## src/rtl/axi_mem_pkg.sv

```systemverilog
// Shared types and constants for the byte-wide AXI-style memory slave.
// Read/write FSM encodings, ARIN/AWIN field positions and the burst limit.
package axi_mem_pkg;

  typedef enum logic [1:0] {
    R_IDLE = 2'd0,
    R_ADDR = 2'd1,
    R_DATA = 2'd2
  } rd_state_t;

  typedef enum logic [1:0] {
    W_IDLE = 2'd0,
    W_ADDR = 2'd1,
    W_DATA = 2'd2,
    W_RESP = 2'd3
  } wr_state_t;

  localparam int AR_ADDR_HI = 15;
  localparam int AR_ADDR_LO = 8;
  localparam int AR_LEN_HI  = 7;
  localparam int AR_LEN_LO  = 4;
  localparam int AR_ID_HI   = 3;
  localparam int AR_ID_LO   = 0;

  localparam int AW_ADDR_HI = 11;
  localparam int AW_ADDR_LO = 4;
  localparam int AW_ID_HI   = 3;
  localparam int AW_ID_LO   = 0;

  localparam int MAX_BEATS  = 16;

  // True when base+beat runs past 0xFF and the 8-bit address has wrapped.
  function automatic logic addr_wraps(input logic [7:0] base, input logic [4:0] beat);
    return ({1'b0, base} + {4'b0000, beat}) > 9'd255;
  endfunction

endpackage

```

## src/rtl/axi_mem_slave_if.sv

```systemverilog
// Read, write and response channel signals between the bus master and the memory slave.
interface axi_mem_slave_if;

  logic        ARVALID;
  logic [15:0] ARIN;
  logic        ARREADY;
  logic        RVALID;
  logic        RREADY;
  logic [8:0]  ROUT;
  logic        RLAST;
  logic        AWVALID;
  logic [11:0] AWIN;
  logic        AWREADY;
  logic        WVALID;
  logic [7:0]  WDATA;
  logic        WLAST;
  logic        WREADY;
  logic        BVALID;
  logic        BREADY;
  logic [4:0]  BRESP;

  modport master (
    output ARVALID, ARIN, RREADY, AWVALID, AWIN, WVALID, WDATA, WLAST, BREADY,
    input  ARREADY, RVALID, ROUT, RLAST, AWREADY, WREADY, BVALID, BRESP
  );

  modport slave (
    input  ARVALID, ARIN, RREADY, AWVALID, AWIN, WVALID, WDATA, WLAST, BREADY,
    output ARREADY, RVALID, ROUT, RLAST, AWREADY, WREADY, BVALID, BRESP
  );

endinterface

```

## src/rtl/axi_mem_array.sv

```systemverilog
// Byte storage with one synchronous write port, one combinational read port
// and a whole-array fill to INIT_FILL during the reset cycle.
module axi_mem_array #(
  parameter int         MEM_DEPTH = 256,
  parameter logic [7:0] INIT_FILL = 8'h00
) (
  input  logic       clk,
  input  logic       rst,
  input  logic       we,
  input  logic [7:0] waddr,
  input  logic [7:0] wdata,
  input  logic [7:0] raddr,
  output logic [7:0] rdata
);

  logic [7:0] mem [MEM_DEPTH];

  // Reset fill wins over a write landing in the same cycle.
  always_ff @(posedge clk) begin
    if (rst) begin
      for (int i = 0; i < MEM_DEPTH; i++) begin
        mem[i] <= INIT_FILL;
      end
    end else if (we) begin
      mem[waddr] <= wdata;
    end
  end

  assign rdata = mem[raddr];

endmodule

```

## src/rtl/axi_mem_slave.sv

```systemverilog
// Memory slave with independent read and write FSMs sharing one byte array.
// Define AXI_SLV_WRAP_ERR_EN to flag beats whose address wrapped past 0xFF.
module axi_mem_slave
  import axi_mem_pkg::*;
#(
  parameter int         MEM_DEPTH = 256,
  parameter logic [7:0] INIT_FILL = 8'h00
) (
  input  logic             clk,
  input  logic             rst,
  axi_mem_slave_if.slave   bus
);

  rd_state_t  r_state, r_next;
  logic [7:0] r_addr;
  logic [3:0] r_len;
  logic [3:0] r_beat;
  logic [3:0] r_id_unused;
  logic [7:0] r_data;
  logic       r_resp;
  logic       r_load;
  logic [3:0] r_load_beat;
  logic [7:0] rd_addr;
  logic [7:0] rd_data;
  logic       rd_wrap;

  wr_state_t  w_state, w_next;
  logic [7:0] w_addr;
  logic [3:0] w_id;
  logic [4:0] w_beat;
  logic       w_err;
  logic       mem_we;
  logic [7:0] mem_waddr;

  axi_mem_array #(
    .MEM_DEPTH (MEM_DEPTH),
    .INIT_FILL (INIT_FILL)
  ) u_array (
    .clk   (clk),
    .rst   (rst),
    .we    (mem_we),
    .waddr (mem_waddr),
    .wdata (bus.WDATA),
    .raddr (rd_addr),
    .rdata (rd_data)
  );

  always_ff @(posedge clk) begin
    if (rst) begin
      r_state <= R_IDLE;
      w_state <= W_IDLE;
    end else begin
      r_state <= r_next;
      w_state <= w_next;
    end
  end

  // Each beat's data is captured as it is presented so a stalled beat stays put.
  always_comb begin
    r_next      = r_state;
    bus.ARREADY = 1'b0;
    bus.RVALID  = 1'b0;
    bus.RLAST   = 1'b0;
    r_load      = 1'b0;
    r_load_beat = r_beat;
    case (r_state)
      R_IDLE: begin
        if (bus.ARVALID) r_next = R_ADDR;
      end
      R_ADDR: begin
        bus.ARREADY = 1'b1;
        r_next      = R_DATA;
        r_load      = 1'b1;
        r_load_beat = 4'd0;
      end
      R_DATA: begin
        bus.RVALID = 1'b1;
        bus.RLAST  = (r_beat == r_len);
        if (bus.RREADY) begin
          if (r_beat == r_len) begin
            r_next = R_IDLE;
          end else begin
            r_load      = 1'b1;
            r_load_beat = r_beat + 4'd1;
          end
        end
      end
      default: r_next = R_IDLE;
    endcase
  end

  assign rd_addr = r_addr + {4'b0000, r_load_beat};

`ifdef AXI_SLV_WRAP_ERR_EN
  assign rd_wrap = addr_wraps(r_addr, {1'b0, r_load_beat});
`else
  assign rd_wrap = 1'b0;
`endif

  assign bus.ROUT = (r_state == R_DATA) ? {r_data, r_resp} : 9'd0;

  always_ff @(posedge clk) begin
    if (rst) begin
      r_addr      <= 8'd0;
      r_len       <= 4'd0;
      r_beat      <= 4'd0;
      r_id_unused <= 4'd0;
      r_data      <= 8'd0;
      r_resp      <= 1'b0;
    end else begin
      if (r_state == R_IDLE && bus.ARVALID) begin
        r_addr      <= bus.ARIN[AR_ADDR_HI:AR_ADDR_LO];
        r_len       <= bus.ARIN[AR_LEN_HI:AR_LEN_LO];
        r_id_unused <= bus.ARIN[AR_ID_HI:AR_ID_LO];
      end
      if (r_load) begin
        r_beat <= r_load_beat;
        r_data <= rd_data;
        r_resp <= rd_wrap;
      end
    end
  end

  // Beats past MAX_BEATS are still handshaken but never reach the array.
  always_comb begin
    w_next      = w_state;
    bus.AWREADY = 1'b0;
    bus.WREADY  = 1'b0;
    bus.BVALID  = 1'b0;
    mem_we      = 1'b0;
    case (w_state)
      W_IDLE: begin
        if (bus.AWVALID) w_next = W_ADDR;
      end
      W_ADDR: begin
        bus.AWREADY = 1'b1;
        w_next      = W_DATA;
      end
      W_DATA: begin
        bus.WREADY = 1'b1;
        if (bus.WVALID) begin
          mem_we = (w_beat < 5'(MAX_BEATS));
          if (bus.WLAST) w_next = W_RESP;
        end
      end
      W_RESP: begin
        bus.BVALID = 1'b1;
        if (bus.BREADY) w_next = W_IDLE;
      end
      default: w_next = W_IDLE;
    endcase
  end

  assign mem_waddr = w_addr + {4'b0000, w_beat[3:0]};
  assign bus.BRESP = (w_state == W_RESP) ? {w_id, w_err} : 5'd0;

  always_ff @(posedge clk) begin
    if (rst) begin
      w_addr <= 8'd0;
      w_id   <= 4'd0;
      w_beat <= 5'd0;
      w_err  <= 1'b0;
    end else begin
      case (w_state)
        W_IDLE: begin
          if (bus.AWVALID) begin
            w_addr <= bus.AWIN[AW_ADDR_HI:AW_ADDR_LO];
            w_id   <= bus.AWIN[AW_ID_HI:AW_ID_LO];
            w_beat <= 5'd0;
            w_err  <= 1'b0;
          end
        end
        W_DATA: begin
          if (bus.WVALID) begin
            if (w_beat < 5'(MAX_BEATS)) begin
              w_beat <= w_beat + 5'd1;
`ifdef AXI_SLV_WRAP_ERR_EN
              if (addr_wraps(w_addr, w_beat)) w_err <= 1'b1;
`endif
            end else begin
              w_err <= 1'b1;
            end
          end
        end
        W_RESP: begin
          if (bus.BREADY) w_err <= 1'b0;
        end
        default: ;
      endcase
    end
  end

endmodule
```

## src/flat_wrapper.sv

```systemverilog
// flat-port wrapper written by rule: the top's interface ports become plain ports
module axi_mem_slave_flat import axi_mem_pkg::*;
#(
  parameter int         MEM_DEPTH = 256,
  parameter logic [7:0] INIT_FILL = 8'h00
)
  (clk, rst, bus_ARVALID, bus_ARIN, bus_RREADY, bus_AWVALID, bus_AWIN, bus_WVALID, bus_WDATA, bus_WLAST, bus_BREADY, bus_ARREADY, bus_RVALID, bus_ROUT, bus_RLAST, bus_AWREADY, bus_WREADY, bus_BVALID, bus_BRESP);
  axi_mem_slave_if bus_i ();
  input  logic clk;
  input  logic rst;
  input wire logic [$bits(bus_i.ARVALID)-1:0] bus_ARVALID;
  input wire logic [$bits(bus_i.ARIN)-1:0] bus_ARIN;
  input wire logic [$bits(bus_i.RREADY)-1:0] bus_RREADY;
  input wire logic [$bits(bus_i.AWVALID)-1:0] bus_AWVALID;
  input wire logic [$bits(bus_i.AWIN)-1:0] bus_AWIN;
  input wire logic [$bits(bus_i.WVALID)-1:0] bus_WVALID;
  input wire logic [$bits(bus_i.WDATA)-1:0] bus_WDATA;
  input wire logic [$bits(bus_i.WLAST)-1:0] bus_WLAST;
  input wire logic [$bits(bus_i.BREADY)-1:0] bus_BREADY;
  output wire logic [$bits(bus_i.ARREADY)-1:0] bus_ARREADY;
  output wire logic [$bits(bus_i.RVALID)-1:0] bus_RVALID;
  output wire logic [$bits(bus_i.ROUT)-1:0] bus_ROUT;
  output wire logic [$bits(bus_i.RLAST)-1:0] bus_RLAST;
  output wire logic [$bits(bus_i.AWREADY)-1:0] bus_AWREADY;
  output wire logic [$bits(bus_i.WREADY)-1:0] bus_WREADY;
  output wire logic [$bits(bus_i.BVALID)-1:0] bus_BVALID;
  output wire logic [$bits(bus_i.BRESP)-1:0] bus_BRESP;
  assign bus_i.ARVALID = bus_ARVALID;
  assign bus_i.ARIN = bus_ARIN;
  assign bus_i.RREADY = bus_RREADY;
  assign bus_i.AWVALID = bus_AWVALID;
  assign bus_i.AWIN = bus_AWIN;
  assign bus_i.WVALID = bus_WVALID;
  assign bus_i.WDATA = bus_WDATA;
  assign bus_i.WLAST = bus_WLAST;
  assign bus_i.BREADY = bus_BREADY;
  assign bus_ARREADY = bus_i.ARREADY;
  assign bus_RVALID = bus_i.RVALID;
  assign bus_ROUT = bus_i.ROUT;
  assign bus_RLAST = bus_i.RLAST;
  assign bus_AWREADY = bus_i.AWREADY;
  assign bus_WREADY = bus_i.WREADY;
  assign bus_BVALID = bus_i.BVALID;
  assign bus_BRESP = bus_i.BRESP;
  axi_mem_slave #(.MEM_DEPTH(MEM_DEPTH), .INIT_FILL(INIT_FILL)) u_core (.clk(clk), .rst(rst), .bus(bus_i));
endmodule
```

## config.mk

```make
export PLATFORM = sky130hd
export DESIGN_NAME = axi_mem_slave_flat
export DESIGN_NICKNAME = d
export VERILOG_FILES = /design/src/rtl/axi_mem_pkg.sv /design/src/rtl/axi_mem_slave_if.sv /design/src/rtl/axi_mem_array.sv /design/src/rtl/axi_mem_slave.sv /design/src/flat_wrapper.sv
export SDC_FILE = /design/constraint.sdc
export NUM_CORES = 2
export LEC_CHECK = 0
export ABC_AREA = 1
export CELL_PAD_IN_SITES_DETAIL_PLACEMENT = 1
export CELL_PAD_IN_SITES_GLOBAL_PLACEMENT = 1
export CORE_UTILIZATION = 40
export CTS_BUF_LIST = sky130_fd_sc_hd__clkbuf_8 sky130_fd_sc_hd__clkbuf_16
export CTS_CLUSTER_SIZE = 30
export DETAILED_ROUTE_END_ITERATION = 8
export PLACE_DENSITY = 0.81
export SLEW_MARGIN = 40
export SYNTH_ARGS = -nofsm -noshare
export SYNTH_HDL_FRONTEND = slang
export SYNTH_SLANG_ARGS = --single-unit
```

## constraint.sdc

```tcl
create_clock -name clk -period 4.4 [get_ports clk]
set_clock_uncertainty 0.1 [all_clocks]
set_input_delay 1.32 -clock clk [delete_from_list [all_inputs] [get_ports clk]]
set_output_delay 1.32 -clock clk [all_outputs]
set_load 0.05 [all_outputs]
```

Word-level counts from Yosys, hierarchy flattened
Memory sizes are Yosys's and may differ from the RTL's. A register that Yosys moved wholly into a read port is not among the register bits.
Cells that the tools add are included.
Widths: inputs -> output; s select.
{"block": "classes", "n_addsub": 4, "order_cmp": 1, "eq_ne": 15, "n_mux": 42, "reduce_logical": 11}
{"operator": "$mux 1", "n": 20}
{"operator": "$mux 5", "n": 4}
{"operator": "$add 8x4->8", "n": 2}
{"operator": "$mux 8", "n": 2}
{"operator": "$mux 2", "n": 7}
{"operator": "$ne 2x2->1 const B", "n": 7}
{"operator": "$pmux 5 s2", "n": 1}
{"operator": "$mux 9", "n": 1}
{"operator": "$mux 4", "n": 2}
{"operator": "$pmux 2 s4", "n": 1}
{"operator": "$pmux 4 s2", "n": 1}
{"operator": "$reduce_and 4->1", "n": 2}
{"operator": "$reduce_or 8->1", "n": 1}
{"operator": "$eq 2x2->1 const B", "n": 3}
{"operator": "$pmux 2 s3", "n": 1}
{"operator": "$add 5x1->5 const B", "n": 1}
{"operator": "$lt 5x5->1 const B", "n": 1}
{"operator": "$reduce_and 5->1", "n": 1}
{"operator": "$add 4x1->4 const B", "n": 1}
{"operator": "$eq 2x1->1 const B", "n": 2}
{"operator": "$eq 4x4->1", "n": 1}
{"operator": "$logic_not 2->1", "n": 2}
{"operator": "$ne 2x1->1 const B", "n": 2}
{"operator": "$pmux 1 s3", "n": 1}
{"operator": "6 further kinds", "n": 6}
{"block": "word_totals", "register_bits": 38, "ramBits": 2048, "input_bits": 44, "output_inout_bits": 20, "elab_cells": 83, "memories": 1}
{"memory": "u_core.u_array.mem", "words": 256, "width": 8, "read_ports": 1, "rd_ports_with_merged_regs": 1, "write_ports": 256, "line": "axi_mem_array.sv:16", "source": "logic [7:0] mem [MEM_DEPTH];"}

Logic depth before layout (Yosys ltp)
{"block": "logic_depth", "ltp_word": 8, "ltp_mapped": 27, "ltp_nobuf": 22}

By module
Synthesis repeated with hierarchy kept, for this count alone.
{"block": "unflattened", "cells_unflattened": 9907, "area_unflattened_um2": 95482.8}
{"module": "axi_mem_array", "n_inst": 1, "cells_each": 9544, "area_per_inst_um2": 92771.5}
{"module": "axi_mem_slave", "n_inst": 1, "cells_each": 363, "area_per_inst_um2": 2711.4}

Worst setup path after synthesis
Ideal clock, no wire load.
{"block": "synth_timing", "path_type": "input-to-reg", "start": "in bus_RREADY", "end": "reg u_core.r_data[3] (read register of u_core.u_array.mem)", "t_arrival_ps": 4025, "required_ps": 4191, "setup_slack_ps": 166, "cell_stages": 21, "path_cell_list": "nand3_1 nor2_1 nor3_1 ha_1 clkbuf_1 clkinv_1 buf_2 clkbuf_1 clkbuf_1 clkbuf_1 nand2_1 nand3_1 nand3_1 nand3_1 nand3_1 nand3_1 nand3_1 nand3_1 nand3_1 nand2_1 inv_1"}
{"block": "synth_between", "elab_chain_len": 3}
{"item": "start, declared", "line": "flat_wrapper.sv:13", "source": "input wire logic [$bits(bus_i.RREADY)-1:0] bus_RREADY;"}
{"item": "$mux 4", "line": "axi_mem_slave.sv:79", "source": "if (bus.RREADY) begin"}
{"item": "$pmux 4 s2", "line": "axi_mem_slave.sv:66", "source": "case (r_state)"}
{"item": "via u_core.r_load_beat[0]", "line": "axi_mem_slave.sv:22", "source": "logic [3:0] r_load_beat;"}
{"item": "$add 8x4->8", "line": "axi_mem_slave.sv:92", "source": "assign rd_addr = r_addr + {4'b0000, r_load_beat};"}
{"item": "end, declared", "line": "axi_mem_slave.sv:19", "source": "logic [7:0] r_data;"}
The timed path passes the listed nets, and every way through them passes these cells.
A chain may end at the register's enable or synchronous reset.

Worst setup path in the final report
{"block": "layout_timing", "start": "reg u_core.r_beat[1]", "end": "reg u_core.r_data[7] (read register of u_core.u_array.mem)"}
{"block": "layout_between", "elab_chain_len": 5}
{"item": "start, declared", "line": "axi_mem_slave.sv:17", "source": "logic [3:0] r_beat;"}
{"item": "start signal, assigned", "line": "axi_mem_slave.sv:117", "source": "r_beat <= r_load_beat;"}
{"item": "$add 4x1->4 or $eq 4x4->1 (tied branches)", "line": "axi_mem_slave.sv:84, axi_mem_slave.sv:80"}
{"item": "$mux 4", "line": "axi_mem_slave.sv:80", "source": "if (r_beat == r_len) begin"}
{"item": "$mux 4", "line": "axi_mem_slave.sv:79"}
{"item": "$pmux 4 s2 (*)", "line": "axi_mem_slave.sv:66"}
{"item": "via u_core.r_load_beat[1]", "line": "axi_mem_slave.sv:22"}
{"item": "$add 8x4->8 (*)", "line": "axi_mem_slave.sv:92"}
Mark *: on every way through the listed nets, which the timed path passes. The rest lies on a longest branch.

==> out/qor.yml <==
vias_per_cell: 5.66
fin_ws_ns: -0.0556
post_dp_cell_area_um2: 106000
async_reset_ff_frac: 0
hold_violations: 0
synth.distinct_cells: 39
finalInstanceArea_um2: 115000
die-area_um2: 248000
wl_per_cell_um: 24.3
powerDensity_nw_per_um2: 703
io-pin-count: 64
ant_nets: 0
slew_viol_final: 0
violations: "negative setup slack"
syn_inst: 10900
critPathSlowestCell: "fa_4"
core_um2: 244000
register_area_um2: 62400
portBuffers: 58
synth_seq_cells: 2094
nNetsFinal: 11100
critPathTopFamily: "simple AND/OR/NAND/NOR gates"
grt_pass1_wl_um: 518000
finalPower_mw: 80.9
postCtsHoldBufs: 0
die_x_um: 498
setup_viol: 7
hold_class: "flip-flop to flip-flop"
yosys.area.top_type: "edfxtp_1"
start_util: 0.403
finalCritPeriodShare: 1.01
synthTopCellsByArea: "edfxtp_1 (63%), nor2_1 (11%), nand2_1 (10%)"
synth_edf_count: 2048
clk_path_buf_depth: 3
cpPeakStageDelay_ns: 0.81
p_leak_nw: 48.2
n_fill_cell: 27400
overflow: 0
ys.flop_type: "edfxtp_1"
drcViolationCount: 0
maxSlewHeadroom: 0.424
numCtsBuffers: 217
grt_use_total: 0.274
cts.root.buffer_cell: "clkbuf_16"
area_growth_pct: 17.0
timing_worst_slew_pin_value_ns: 0.865
insertion_delay_ns: 0.90
criticalPathCategory: "flip-flop to flip-flop"
critPathBufInv: 10
drtIter0Drc: 9328
path_clk_slew_ns: 0.07
finalCriticalPeriod_ns: 4.46
wirelength_um: 350000
h-tree-depth: 4
yosys_warnings: 0
start_kind: "flip-flop"
syn_avg_cell_area_um2: 8.99
ys_seq_area_frac: 0.635
required_ns: 5.10
rsz0062_at_grt: "yes"
drt_pass1_iterations: 6
outcome: "finished with violations"
place_congestion: 0.929
cts_tree: "built"
multi_input_area_um2: 31800
synth_nets: 11000
worst_setup_path_end_kind: "flip-flop"
drv_cap: 0
utilization: 0.472
grt_max_degree: 121
vias: 81400
drive_gt1_frac: 0.101
ir_drop_mv: 0.557
critical_path_peak_fanout: 11
cts.sinks: 2094
grt_pass1_vias: 84400
fp-row-count: 181
dp_hpwl_um: 216000
synth_area_um2: 98300
synth_top_area_share: 0.625
die_h_um: 498
arrival_ns: 5.16
max_freq_ghz: 0.224
grt_antenna_before_repair: 11
## synthesized netlist by cell type, types with 2 or more instances
cell type,number
a21oi_1,22
and3_1,8
buf_1,60
buf_2,63
buf_4,4
clkbuf_1,622
clkinv_1,4
dfxtp_1,46
edfxtp_1,2048
fa_1,2
ha_1,19
inv_1,653
inv_2,5
nand2_1,2748
nand2_2,21
nand3_1,1088
nand4_1,5
nor2_1,2993
nor3_1,5
nor3b_1,2
nor4_2,4
nor4_4,4
o211ai_1,21
o21ai_0,458
or2_2,9
xnor2_1,6
xor2_1,4
xor2_2,2
## power breakdown
| group | total, mW | switching [mW] | internal (mW) | leakage (nW) |
|---|---|---|---|---|
| Sequential | 23.0 | 0.356 | 22.6 | 21.5 |
| Combinational | 39.1 | 26.3 | 12.8 | 23.1 |
| Clock | 18.8 | 8.29 | 10.5 | 3.64 |
| Total | 80.9 | 35.0 | 45.9 | 48.2 |
## cells in the final DEF (no fill, tap or decap), types with 14 or more instances in the layout
master,Yosys,routed
ha_1,19,17
nand3_1,1088,945
edfxtp_1,2048,2048
nor2_1,2993,2970
inv_1,653,674
clkdlybuf4s50_1,0,48
a21oi_1,22,22
nand3_2,0,119
buf_12,0,145
nand2_2,21,53
buf_16,0,24
buf_6,0,14
buf_4,4,335
clkbuf_16,0,228
nand2_1,2748,2713
nor2_4,0,20
clkinv_1,4,59
nand3_4,0,24
o211ai_1,21,21
o21ai_0,458,441
dfxtp_1,46,39
bufinv_16,0,22
o21ai_1,1,15
clkinv_2,0,49
## layer usage
metal	global-route usage	vias up	share of wire
li1	-	35700	-
met1	0.343	40900	0.38
met2	0.460	3835	0.48
met3	0.0443	927	0.085
met4	0.136	2	0.052
met5	0	-	0.000029
## path summary, 6_finish.rpt
kind	startpoint	end	slack, ns	depth (start not counted)
min reg2reg	u_core.w_beat[4]$_SDFFE_PP0P_	u_core.w_beat[4]$_SDFFE_PP0P_	0.36	2
min	u_core.w_beat[4]$_SDFFE_PP0P_	u_core.w_beat[4]$_SDFFE_PP0P_	0.36	2
max	u_core.r_beat[1]$_SDFFE_PP0P_	u_core.r_data[7]$_SDFFE_PP0P_	-0.06	25
max reg2reg	u_core.r_beat[1]$_SDFFE_PP0P_	u_core.r_data[7]$_SDFFE_PP0P_	-0.06	25
## cell families (layout without fill, tap and decap cells)
logic type	after synthesis	in the layout	share of synthesized area
other	1	6	0.0000381
adder cells (fa/ha/maj)	21	21	0.00282
flip-flops	2094	2094	0.635
AND/OR/NAND/NOR	6888	6888	0.279
buffers and inverters	1411	1657	0.0548
XOR/XNOR	14	14	0.00178
AO/OA/AOI/OAI	508	508	0.0267
## state kept, by name, summed over array words and instances (netlist names)
name,flops
u_core.w_addr,8
u_core.r_data,8
u_core.u_array.mem,2048
u_core.w_err,1
u_core.w_state,2
u_core.r_beat,4
u_core.w_beat,5
u_core.r_len,4
u_core.w_id,4
u_core.r_state,2
u_core.r_addr,8
## metrics by stage
stage	setup WS (ns)	hold slack [ns]	std cells	setup TNS (ns)
after global routing	-0.168	0.386	14400	-1.03
after detailed placement	-1.48	0.348	13900	-30.10
after CTS	-0.0338	0.356	14400	-0.0599
after global placement	-1.40	0.349	13900	-11.71
final	-0.0556	0.356	14400	-0.219
after floorplan	0.166	0.330	10900	0
## worst reg2reg max path, stage by stage, from the launching register on
cell	delay (ns)
dfxtp_2	0.35
xnor2_2	0.19
nand4_1	0.18
nand3_4	0.16
inv_2	0.06
buf_4	0.15
nor2_4	0.16
nor3_4	0.08
fa_4	0.81
buf_12	0.18
clkinv_16	0.11
buf_16	0.19
buf_12	0.14
buf_16	0.14
buf_4	0.16
o211ai_1	0.10
nand3_1	0.17
nand3_1	0.14
nand3_2	0.15
nand3_2	0.12
nand3_4	0.11
nand3_4	0.11
buf_4	0.12
nand3_1	0.07
nand2_1	0.07
inv_1	0.04
## repair_timing
action | 4_1_cts | 5_1_grt
setup buffers | 15 | 22
endpoints found under the setup margin | 16 | 9
resized for setup | 131 | 186
pin swaps | 21 | 61
cloned | 13 | 5
## layout make-up
type	instances	share of cell area
diodes	5	0.000109
clock buffers	224	0.0486
clock inverters	183	0.0132
inverters	662	0.0225
multi-input cells	7432	0.277
flip-flops and latches	2094	0.543
well taps	3202	0.0348
repair buffers	588	0.0615
Note: power is estimated with default switching activity, not from simulation.
